$ cat src/rtl/psk_pkg.sv
// Shared types and constants for the PSK frame transceiver.
// Receiver state encoding, QPSK Gray-map phase quarters and sine-ROM initialisation.
package psk_pkg;

    typedef enum logic [2:0] {
        RX_IDLE,
        RX_DATA,
        RX_PARITY,
        RX_STOP,
        RX_WAIT
    } rx_state_e;

    // Phase offsets in quarter periods, indexed by pair value {b[2i+1], b[2i]}
    localparam int QPSK_Q00 = 0;
    localparam int QPSK_Q01 = 1;
    localparam int QPSK_Q11 = 2;
    localparam int QPSK_Q10 = 3;

    localparam real PI = 3.14159265358979;

    // round((2^(dw-1)-1) * sin(2*pi*k/n)), Taylor series on an angle folded into [-pi, pi]
    function automatic int sine_value(int k, int n, int dw);
        real x;
        real term;
        real s;
        real v;
        int  r;
        x = 2.0 * PI * real'(k) / real'(n);
        if (x > PI) x = x - 2.0 * PI;
        term = x;
        s    = x;
        for (int i = 1; i < 12; i++) begin
            term = -term * x * x / real'((2 * i) * (2 * i + 1));
            s    = s + term;
        end
        v = real'((1 << (dw - 1)) - 1) * s;
        if (v >= 0.0) r = $rtoi(v + 0.5);
        else          r = -$rtoi(-v + 0.5);
        return r;
    endfunction

endpackage

$ cat src/rtl/psk_frame_transceiver_if.sv
// Serial-in / modulated-out signal bundle for psk_frame_transceiver.
interface psk_frame_transceiver_if #(
    parameter int DATA_WIDTH = 12
);
    logic                         in;
    logic                         en;
    logic                         mode;
    logic                         done;
    logic                         err;
    logic                         overflow;
    logic                         busy;
    logic signed [DATA_WIDTH-1:0] signal_out;

    modport master (
        output in, en, mode,
        input  done, err, overflow, busy, signal_out
    );

    modport slave (
        input  in, en, mode,
        output done, err, overflow, busy, signal_out
    );
endinterface

$ cat src/rtl/psk_sine_rom.sv
// One-period sine table with a registered read port; output forced to zero when not enabled.
module psk_sine_rom
    import psk_pkg::*;
#(
    parameter int DATA_WIDTH = 12,
    parameter int N          = 16,
    localparam int AW        = $clog2(N)
) (
    input  logic                         clk,
    input  logic                         rst,
    input  logic                         en,
    input  logic [AW-1:0]                addr,
    output logic signed [DATA_WIDTH-1:0] data
);
    logic signed [DATA_WIDTH-1:0] rom [N];
    logic signed [DATA_WIDTH-1:0] data_d;
    logic signed [DATA_WIDTH-1:0] data_q;

    for (genvar k = 0; k < N; k++) begin : g_rom
        localparam int V = sine_value(k, N, DATA_WIDTH);
        assign rom[k] = DATA_WIDTH'(V);
    end

    always_comb begin
        data_d = '0;
        if (en) data_d = rom[addr];
    end

    always_ff @(posedge clk or posedge rst) begin
        if (rst) data_q <= '0;
        else     data_q <= data_d;
    end

    assign data = data_q;
endmodule

$ cat src/rtl/psk_frame_transceiver.sv
// Framed serial byte receiver with parity/stop checking, a small byte FIFO,
// and a BPSK/QPSK sine modulator draining the FIFO back-to-back.
module psk_frame_transceiver
    import psk_pkg::*;
#(
    parameter int DATA_WIDTH         = 12,
    parameter int BYTE_WIDTH         = 8,
    parameter int FIFO_DEPTH         = 4,
    parameter int SAMPLES_PER_SYMBOL = 16,
    parameter int PARITY_EN          = 1
) (
    input logic                     clk,
    input logic                     arst,
    psk_frame_transceiver_if.slave  bus
);
    localparam int N   = SAMPLES_PER_SYMBOL;
    localparam int SW  = $clog2(N);
    localparam int BCW = $clog2(BYTE_WIDTH);
    localparam int AW  = $clog2(FIFO_DEPTH);
    localparam int CW  = AW + 1;

    rx_state_e               rx_state_q, rx_state_d;
    logic [BCW-1:0]          bit_cnt_q, bit_cnt_d;
    logic [BYTE_WIDTH-1:0]   rx_byte_q, rx_byte_d;
    logic                    par_q, par_d;
    logic                    done_q, done_d;
    logic                    err_q, err_d;

    logic [BYTE_WIDTH-1:0]   mem_q [FIFO_DEPTH];
    logic [BYTE_WIDTH-1:0]   mem_d [FIFO_DEPTH];
    logic [AW-1:0]           wr_ptr_q, wr_ptr_d, rd_ptr_q, rd_ptr_d;
    logic [CW-1:0]           count_q, count_d;
    logic                    empty_q, empty_d, full_q, full_d;

    logic                    active_q, active_d;
    logic [SW-1:0]           k_q, k_d;
    logic [BCW-1:0]          sym_q, sym_d, sym_last;
    logic [BYTE_WIDTH-1:0]   mod_byte_q, mod_byte_d;
    logic                    mode_q, mode_d;

    logic                    push, pop, last_sample, frame_ok;
    logic [1:0]              qtr;
    logic [SW-1:0]           offset, rom_addr;

    always_comb begin
        rx_state_d = rx_state_q;
        bit_cnt_d  = bit_cnt_q;
        rx_byte_d  = rx_byte_q;
        par_d      = par_q;
        done_d     = 1'b0;
        err_d      = 1'b0;
        frame_ok   = bus.in && ((PARITY_EN == 0) || !(^{rx_byte_q, par_q}));
        case (rx_state_q)
            RX_IDLE: if (!bus.in) begin
                rx_state_d = RX_DATA;
                bit_cnt_d  = '0;
            end
            RX_DATA: begin
                rx_byte_d = {bus.in, rx_byte_q[BYTE_WIDTH-1:1]};
                bit_cnt_d = bit_cnt_q + 1'b1;
                if (bit_cnt_q == BCW'(BYTE_WIDTH - 1))
                    rx_state_d = (PARITY_EN != 0) ? RX_PARITY : RX_STOP;
            end
            RX_PARITY: begin
                par_d      = bus.in;
                rx_state_d = RX_STOP;
            end
            RX_STOP: begin
                done_d     = frame_ok;
                err_d      = !frame_ok;
                rx_state_d = frame_ok ? RX_IDLE : RX_WAIT;
            end
            RX_WAIT: if (bus.in) rx_state_d = RX_IDLE;
            default: rx_state_d = RX_IDLE;
        endcase
    end

    // A pop on the last sample frees a slot, so a push into a full FIFO still succeeds
    assign sym_last    = mode_q ? BCW'(BYTE_WIDTH / 2 - 1) : BCW'(BYTE_WIDTH - 1);
    assign last_sample = active_q && (k_q == SW'(N - 1)) && (sym_q == sym_last);
    assign pop         = !empty_q && bus.en && (!active_q || last_sample);
    assign push        = done_q && (!full_q || pop);

    always_comb begin
        mem_d    = mem_q;
        wr_ptr_d = wr_ptr_q;
        rd_ptr_d = rd_ptr_q;
        count_d  = count_q;
        if (push) begin
            mem_d[wr_ptr_q] = rx_byte_q;
            wr_ptr_d        = wr_ptr_q + 1'b1;
        end
        if (pop) rd_ptr_d = rd_ptr_q + 1'b1;
        if (push && !pop)      count_d = count_q + 1'b1;
        else if (!push && pop) count_d = count_q - 1'b1;
        empty_d = (count_d == '0);
        full_d  = (count_d == CW'(FIFO_DEPTH));
    end

    always_comb begin
        active_d   = active_q;
        k_d        = k_q;
        sym_d      = sym_q;
        mod_byte_d = mod_byte_q;
        mode_d     = mode_q;
        if (pop) begin
            active_d   = 1'b1;
            k_d        = '0;
            sym_d      = '0;
            mod_byte_d = mem_q[rd_ptr_q];
            mode_d     = bus.mode;
        end else if (active_q) begin
            k_d = k_q + 1'b1;
            if (last_sample) active_d = 1'b0;
            if (k_q == SW'(N - 1)) begin
                sym_d      = sym_q + 1'b1;
                mod_byte_d = mode_q ? (mod_byte_q >> 2) : (mod_byte_q >> 1);
            end
        end
    end

    always_comb begin
        case (mod_byte_q[1:0])
            2'b00:   qtr = 2'(QPSK_Q00);
            2'b01:   qtr = 2'(QPSK_Q01);
            2'b11:   qtr = 2'(QPSK_Q11);
            default: qtr = 2'(QPSK_Q10);
        endcase
        if (mode_q) offset = SW'(int'(qtr) * (N / 4));
        else        offset = mod_byte_q[0] ? '0 : SW'(N / 2);
        rom_addr = k_q + offset;
    end

    always_ff @(posedge clk or posedge arst) begin
        if (arst) begin
            rx_state_q <= RX_IDLE;
            bit_cnt_q  <= '0;
            rx_byte_q  <= '0;
            par_q      <= 1'b0;
            done_q     <= 1'b0;
            err_q      <= 1'b0;
            mem_q      <= '{default: '0};
            wr_ptr_q   <= '0;
            rd_ptr_q   <= '0;
            count_q    <= '0;
            empty_q    <= 1'b1;
            full_q     <= 1'b0;
            active_q   <= 1'b0;
            k_q        <= '0;
            sym_q      <= '0;
            mod_byte_q <= '0;
            mode_q     <= 1'b0;
        end else begin
            rx_state_q <= rx_state_d;
            bit_cnt_q  <= bit_cnt_d;
            rx_byte_q  <= rx_byte_d;
            par_q      <= par_d;
            done_q     <= done_d;
            err_q      <= err_d;
            mem_q      <= mem_d;
            wr_ptr_q   <= wr_ptr_d;
            rd_ptr_q   <= rd_ptr_d;
            count_q    <= count_d;
            empty_q    <= empty_d;
            full_q     <= full_d;
            active_q   <= active_d;
            k_q        <= k_d;
            sym_q      <= sym_d;
            mod_byte_q <= mod_byte_d;
            mode_q     <= mode_d;
        end
    end

    psk_sine_rom #(
        .DATA_WIDTH (DATA_WIDTH),
        .N          (N)
    ) u_rom (
        .clk  (clk),
        .rst  (arst),
        .en   (active_q),
        .addr (rom_addr),
        .data (bus.signal_out)
    );

    assign bus.done     = done_q;
    assign bus.err      = err_q;
    assign bus.overflow = done_q && full_q && !pop;
    assign bus.busy     = active_q;
endmodule

$ cat src/flat_wrapper.sv
// flat-port wrapper written by rule: the top's interface ports become plain ports
module psk_frame_transceiver_flat import psk_pkg::*;
#(
    parameter int DATA_WIDTH         = 12,
    parameter int BYTE_WIDTH         = 8,
    parameter int FIFO_DEPTH         = 4,
    parameter int SAMPLES_PER_SYMBOL = 16,
    parameter int PARITY_EN          = 1
)
  (clk, arst, bus_in, bus_en, bus_mode, bus_done, bus_err, bus_overflow, bus_busy, bus_signal_out);
  psk_frame_transceiver_if #(.DATA_WIDTH(DATA_WIDTH)) bus_i ();
  input logic clk;
  input logic arst;
  input wire logic [$bits(bus_i.in)-1:0] bus_in;
  input wire logic [$bits(bus_i.en)-1:0] bus_en;
  input wire logic [$bits(bus_i.mode)-1:0] bus_mode;
  output wire logic [$bits(bus_i.done)-1:0] bus_done;
  output wire logic [$bits(bus_i.err)-1:0] bus_err;
  output wire logic [$bits(bus_i.overflow)-1:0] bus_overflow;
  output wire logic [$bits(bus_i.busy)-1:0] bus_busy;
  output wire logic [$bits(bus_i.signal_out)-1:0] bus_signal_out;
  assign bus_i.in = bus_in;
  assign bus_i.en = bus_en;
  assign bus_i.mode = bus_mode;
  assign bus_done = bus_i.done;
  assign bus_err = bus_i.err;
  assign bus_overflow = bus_i.overflow;
  assign bus_busy = bus_i.busy;
  assign bus_signal_out = bus_i.signal_out;
  psk_frame_transceiver #(.DATA_WIDTH(DATA_WIDTH), .BYTE_WIDTH(BYTE_WIDTH), .FIFO_DEPTH(FIFO_DEPTH), .SAMPLES_PER_SYMBOL(SAMPLES_PER_SYMBOL), .PARITY_EN(PARITY_EN)) u_core (.clk(clk), .arst(arst), .bus(bus_i));
endmodule
$ cat config.mk
export PLATFORM = sky130hd
export DESIGN_NAME = psk_frame_transceiver_flat
export DESIGN_NICKNAME = d
export VERILOG_FILES = /design/src/rtl/psk_pkg.sv /design/src/rtl/psk_frame_transceiver_if.sv /design/src/rtl/psk_sine_rom.sv /design/src/rtl/psk_frame_transceiver.sv /design/src/flat_wrapper.sv
export SDC_FILE = /design/constraint.sdc
export NUM_CORES = 1
export LEC_CHECK = 0
export BUFFER_PORTS_ARGS = -buffer_cell sky130_fd_sc_hd__buf_2
export CAP_MARGIN = 0
export CORE_MARGIN = 2
export CORE_UTILIZATION = 40
export DETAILED_ROUTE_END_ITERATION = 7
export SYNTH_ARGS = -nofsm -noshare
export SYNTH_HDL_FRONTEND = slang
export SYNTH_SLANG_ARGS = --single-unit
$ cat constraint.sdc
create_clock -name clk -period 3.05 [get_ports clk]
set_input_delay 0.4575 -clock clk [delete_from_list [all_inputs] [get_ports clk]]
set_output_delay 0.4575 -clock clk [all_outputs]
set_load 0.005 [all_outputs]
Word-level counts from Yosys, hierarchy flattened
Memory sizes are Yosys's and may differ from the RTL's. Index checks and enable logic that the tools add are counted.

Muxes and demuxes: 36. Bitwise gates (word level): 3. $add $sub $neg: 8. Reductions and logical operators: 30. Order comparisons: 4. Equality and inequality tests: 13.

Operators by type and width (number): 8-bit two-way mux (6); 12-bit two-way mux (3); 3-bit two-way mux (11); 32-bit bitwise mux (1); 8-bit binary-select mux with 2-bit select (1); 8-bit demux with 2-bit select (1); 4-bit two-way mux (4); 3-bit case mux with 5 select lines (1); 1-bit logical AND (11); 3-bit by 1-bit adder with 3-bit output (second input constant) (3); 3-bit equality test (second input constant) (3); 9-bit XOR reduction (1); 1-bit logical NOT (7); 7-bit two-way mux (1); 3-bit by 2-bit equality test with 1-bit output (second input constant) (2); 3-bit >= comparator (second input constant) (2); 3-bit logical NOT (2); 2-bit NOT with 3-bit output (2); 2-bit case mux with 3 select lines (1); 3-bit case mux with 2 select lines (1); 2-bit nonzero test (3); 5-bit >= comparator (second input constant) (1); 1-bit two-way mux (5); 4-bit NOT with 5-bit output (1); other kinds (16) (20).

Memory bits (read-only): 192. Output and inout port bits: 16. Register bits: 87. Bits of input ports: 5. Memories: 1. Logic and storage cells: 116.

Memory list: (no name shown) (depth 16, bits a word 12, rd ports 1, clocked after memory_dff 0, write ports 0, line psk_sine_rom.sv:26) `if (en) data_d = rom[addr];`.

Longest topological paths before layout
Depth after elaboration: 12. Gate-level depth with buffers: 8.

By module
Synthesis repeated with hierarchy kept, for this count alone.

Cells, all modules: 347. Area total of the unflattened synthesis: 4271.6 sq um.

By module, submodules not included: psk_frame_transceiver (cells an instance 292, area an instance 3664.8 sq um, sequential area each 1878.1 sq um, times used 1); psk_sine_rom (cells an instance 55, area an instance 606.8 sq um, sequential area each 250.2 sq um, times used 1).

Worst setup path after synthesis
No wires, ideal clock.

Path kind: register to register. Start: register u_core.mode_q. End: register u_core.u_rom.data_q[10] (netlist: u_core.u_rom.data[10]). Stages on the path, launching flop included: 8. Library setup time: 119 ps. Required time: 2931 ps. Arrival time: 1959 ps. Path slack: 972 ps. Path through: dfrtp_1 > buf_4 > and2_1 > ha_1 > xnor2_1 > xnor2_2 > mux4_2 > and2_1.

Word-level cells in the longest chain between the ends: 7.

Ends and longest elaborated chain: start: declaration (line psk_frame_transceiver.sv:39) `logic mode_q, mode_d;`; start signal: assignment (line psk_frame_transceiver.sv:170) `mode_q <= mode_d;`; 4-bit two-way mux (line psk_frame_transceiver.sv:129) `if (mode_q) offset = SW'(int'(qtr) * (N / 4));`; 4-bit adder (line psk_frame_transceiver.sv:131) `rom_addr = k_q + offset;`; 4-bit NOT with 5-bit output (implied by the code) (line psk_sine_rom.sv:26); memory 16 x 12 bit; 12-bit two-way mux (implied by the code) (2 in series) (line psk_sine_rom.sv:26); 12-bit two-way mux (line psk_sine_rom.sv:26); named net u_core.u_rom.data_d[10] (line psk_sine_rom.sv:16) `logic signed [DATA_WIDTH-1:0] data_d;`; end signal: assignment (line psk_sine_rom.sv:31) `else data_q <= data_d;`; end: declaration (line psk_sine_rom.sv:17) `logic signed [DATA_WIDTH-1:0] data_q;`.

The timed path passes the listed nets, and every way through them passes these cells. The select of a mux whose other input is x is not followed. A chain may end at the register's enable or synchronous reset.

Worst setup path after layout
Start: register u_core.k_q[0]. End: output port bus_overflow.

Word-level cells in the longest chain between the ends: 7.

Ends and longest elaborated chain: start: declaration (line psk_frame_transceiver.sv:36) `logic [SW-1:0] k_q, k_d;`; start signal: assignment (line psk_frame_transceiver.sv:167) `k_q <= k_d;`; 4-bit equality test (line psk_frame_transceiver.sv:80) `assign last_sample = active_q && (k_q == SW'(N - 1)) && (sym_q == sym_last);`; 1-bit logical AND (2 in series) (line psk_frame_transceiver.sv:80); 1-bit logical OR (line psk_frame_transceiver.sv:81) `assign pop = !empty_q && bus.en && (!active_q || last_sample);`; 1-bit logical AND (line psk_frame_transceiver.sv:81); 1-bit logical NOT (line psk_frame_transceiver.sv:187) `assign bus.overflow = done_q && full_q && !pop;`; 1-bit logical AND (line psk_frame_transceiver.sv:187); end: declaration (line flat_wrapper.sv:19) `output wire logic [$bits(bus_i.overflow)-1:0] bus_overflow;`.

Every way passes these cells.

==> flow_summary.ini <==
[synthesis]
synth-async-reset-ratio_pct = 100
yosys_warnings = 0
yosysUniqueCellTypes = 48
avgSynthCellArea_um2 = 12.1
ys_seq_elements = 85
synth_nets = 375
syn_area_um2 = 4280
synth_edf_count = 0
syn_inst = 352
synth-seq-area-share_pct = 49.8
synth_ff_type = dfrtp_1

[setup_path]
crit_type = flop to output port
worstPathRequired_ns = 2.59
reg2regPathDepth = 6
crit_fanout = 24
crit_start = u_core.k_q[0]
cp-start-kind = flop
worst_setup_path_end_kind = output port
timing.rr.end = u_core.u_rom.data[10]
arrival_ns = 2.26
rrSetupSlack_ns = 0.53
reg2reg_from = u_core.mode_q
endpoint = bus_overflow

[placement]
gp_congestion = 0.743
place_inst = 492
hpwl_um = 5060
port_buffers = 20

[grt]
grt_pass1_wl_um = 12800
track_usage_pct = 14.3
grt_pass1_vias = 2618
overflow = 0
grt_start_max_net_pins = 46
antenna_found_initial = 0

[sta]
drv_slew = 0
hold_viol = 0
tightest_slew_ns = 1.07
finalCritPeriodShare_pct = 89.0
setup_viol = 0
setup_tns_ns = 0
period_needed_ns = 2.72
clock_skew_ns = 0.0114
rsz0062_at_grt = no
slew_headroom_pct = 28.4
timing.fmax_mhz = 368

[final_layout]
diodes = 0
area_growth_pct = 9.51
layout-drive-gt1-share_pct = 26.9
fin_nets = 390
final_common_cell = dfrtp_1
stdcell_count = 508
mostFrequentLayoutCells = dfrtp_1, mux2_2, nand2_1

[floorplan]
rows = 37
start_util_pct = 41.2
die_area_um2 = 11500
core-area_um2 = 10400
io_pins = 21
fp.dieH_um = 107
fp.dieW_um = 107

[worst_hold_path]
worstHoldPathType = primary input to asynchronous set/reset pin

[power_and_ir_drop]
p_seq_share_pct = 42.4
p_leak_nw = 2.10
switching_power_mw = 1.61
pwr-share-comb_pct = 38.3
switching_share_pct = 36.6
pwr-share-clk_pct = 19.3
internal-power_mw = 2.79
ir_drop_mv = 0.582
pwr_density_cell_nw_per_um2 = 939

[clock_network]
clkLatencyLatePin_ns = 0.35
postCtsSetupRepairBufs = 0
cts.path.max_buffers = 2
clock-sinks = 85
ctsResizeCount = 0
cts_root_buf = clkbuf_8
cts_buffers = 9
holdBufCountCts = 0
cts_tree = done
clk_transition_reported_paths_ns = 0.10
cts.htree.levels = 3

[route]
routed_via_density = 5.13
num_vias = 2605
wl_um = 7370
wl_per_cell_um = 14.5
drt_iter0_drc = 69
drc_errors = 0
first_pass_iters = 4
postRouteAntennaNets = 0

[outcome]
status = complete, no violations

[job]
cap_violations = 0
==> cells in the mapped netlist (all sizes together) (2+ instances only) <==
library cell  instances  area, um2
nand4                 3       18.8
nor2                 17       63.8
xnor2                15        139
and3                  4       25.0
nand3                 4       20.0
o21a                  3       22.5
a211o                 2       17.5
mux2                 43        484
a22o                  3       26.3
nor2b                 4       25.0
clkbuf                5       18.8
mux2i                 8       80.1
nand2                25        101
buf                  13       83.8
o21ai                18       97.6
xor2                  3       26.3
nand2b                3       18.8
nor3                 10       50.1
ha                   18        225
a31oi                 3       18.8
and2                  6       37.5
o211ai                3       22.5
a311oi                6       52.6
a21oi                11        100
dfrtp                84       2100
inv                  16       60.1
mux4                 10        225
==> worst min path at each step <==
| stage | startpoint | to | slack [ns] | cells after the start |
|---|---|---|---|---|
| 3_3_place_gp | u_core.sym_q[1] | u_core.sym_q[1] | 0.47 | 2 |
| 6_report | arst | u_core.bus.err | 0.20 | 2 |
| 2_1_floorplan | u_core.mem_q[10] | u_core.mem_q[10] | 0.45 | 1 |
| 3_5_place_dp | u_core.sym_q[1] | u_core.sym_q[1] | 0.48 | 2 |
| 5_1_grt | arst | u_core.rx_state_q[0] | 0.24 | 2 |
| 4_1_cts | arst | u_core.bus.err | 0.21 | 2 |
==> final cells by class <==
type,count,area [um2]
fillers,969,5690
flip-flops and latches,85,2130
multi-input cells,233,1990
well taps,136,170
repair buffers,22,128
clock buffers,9,124
clock inverters,7,86.3
inverters,16,61.3
==> logic make-up after synthesis <==
group | synth area share (%)
compound gates | 9.33
xor+xnor | 3.86
fa+ha+maj | 5.27
buf+inv | 3.80
flops | 49.8
mux | 18.5
simple gates | 9.51
==> power by group through the flow <==
stage / Clock (mW) / Combinational [mW] / Sequential (mW)
floorplan: 0 / 1.47 / 1.74
global placement: 0 / 1.67 / 1.88
detailed placement: 0 / 1.71 / 1.90
CTS: 0.880 / 1.72 / 1.87
global route: 0.921 / 1.90 / 1.94
finish: 0.848 / 1.69 / 1.86
==> layer usage <==
layer / track usage (%) / up-vias / wire (um)
met4: 4.95 / 0 / 74
met5: 0 / - / 0
met3: 3.27 / 6 / 199
met1: 17.7 / 1296 / 3370
met2: 24.6 / 34 / 3720
li1: - / 1269 / -
==> flip-flops by register name, indices dropped and copies added (netlist names), 2 cells and up <==
signal,flops
u_core.mem_q,32
u_core.bit_cnt_q,3
u_core.u_rom.data,10
u_core.rx_byte_q,8
u_core.wr_ptr_q,2
u_core.count_q,3
u_core.sym_q,3
u_core.rd_ptr_q,2
u_core.k_q,4
u_core.rx_state_q,3
u_core.mod_byte_q,8
==> critical path: stages, from the launching register on <==
cell and delay (ns):
dfrtp_1 0.53, ha_1 0.32, nand4_1 0.17, o21ai_2 0.25, nand2_4 0.24, and3_1 0.27, buf_2 0.12
==> per-stage QoR <==
stage / power [mW] / setup WS, ns / instance area, um2 / hold slack, ns / utilization [%]
after global routing: 4.76 / 0.139 / 4680 / 0.240 / 45.2
after global placement: 3.55 / 0.558 / 4470 / 0.466 / 43.1
after CTS: 4.47 / 0.270 / 4680 / 0.207 / 45.2
after detailed placement: 3.61 / 0.514 / 4470 / 0.479 / 43.1
final: 4.40 / 0.334 / 4680 / 0.198 / 45.2
after floorplan: 3.21 / 0.401 / 4280 / 0.453 / -
No activity file was read; power rests on OpenSTA's default activity.
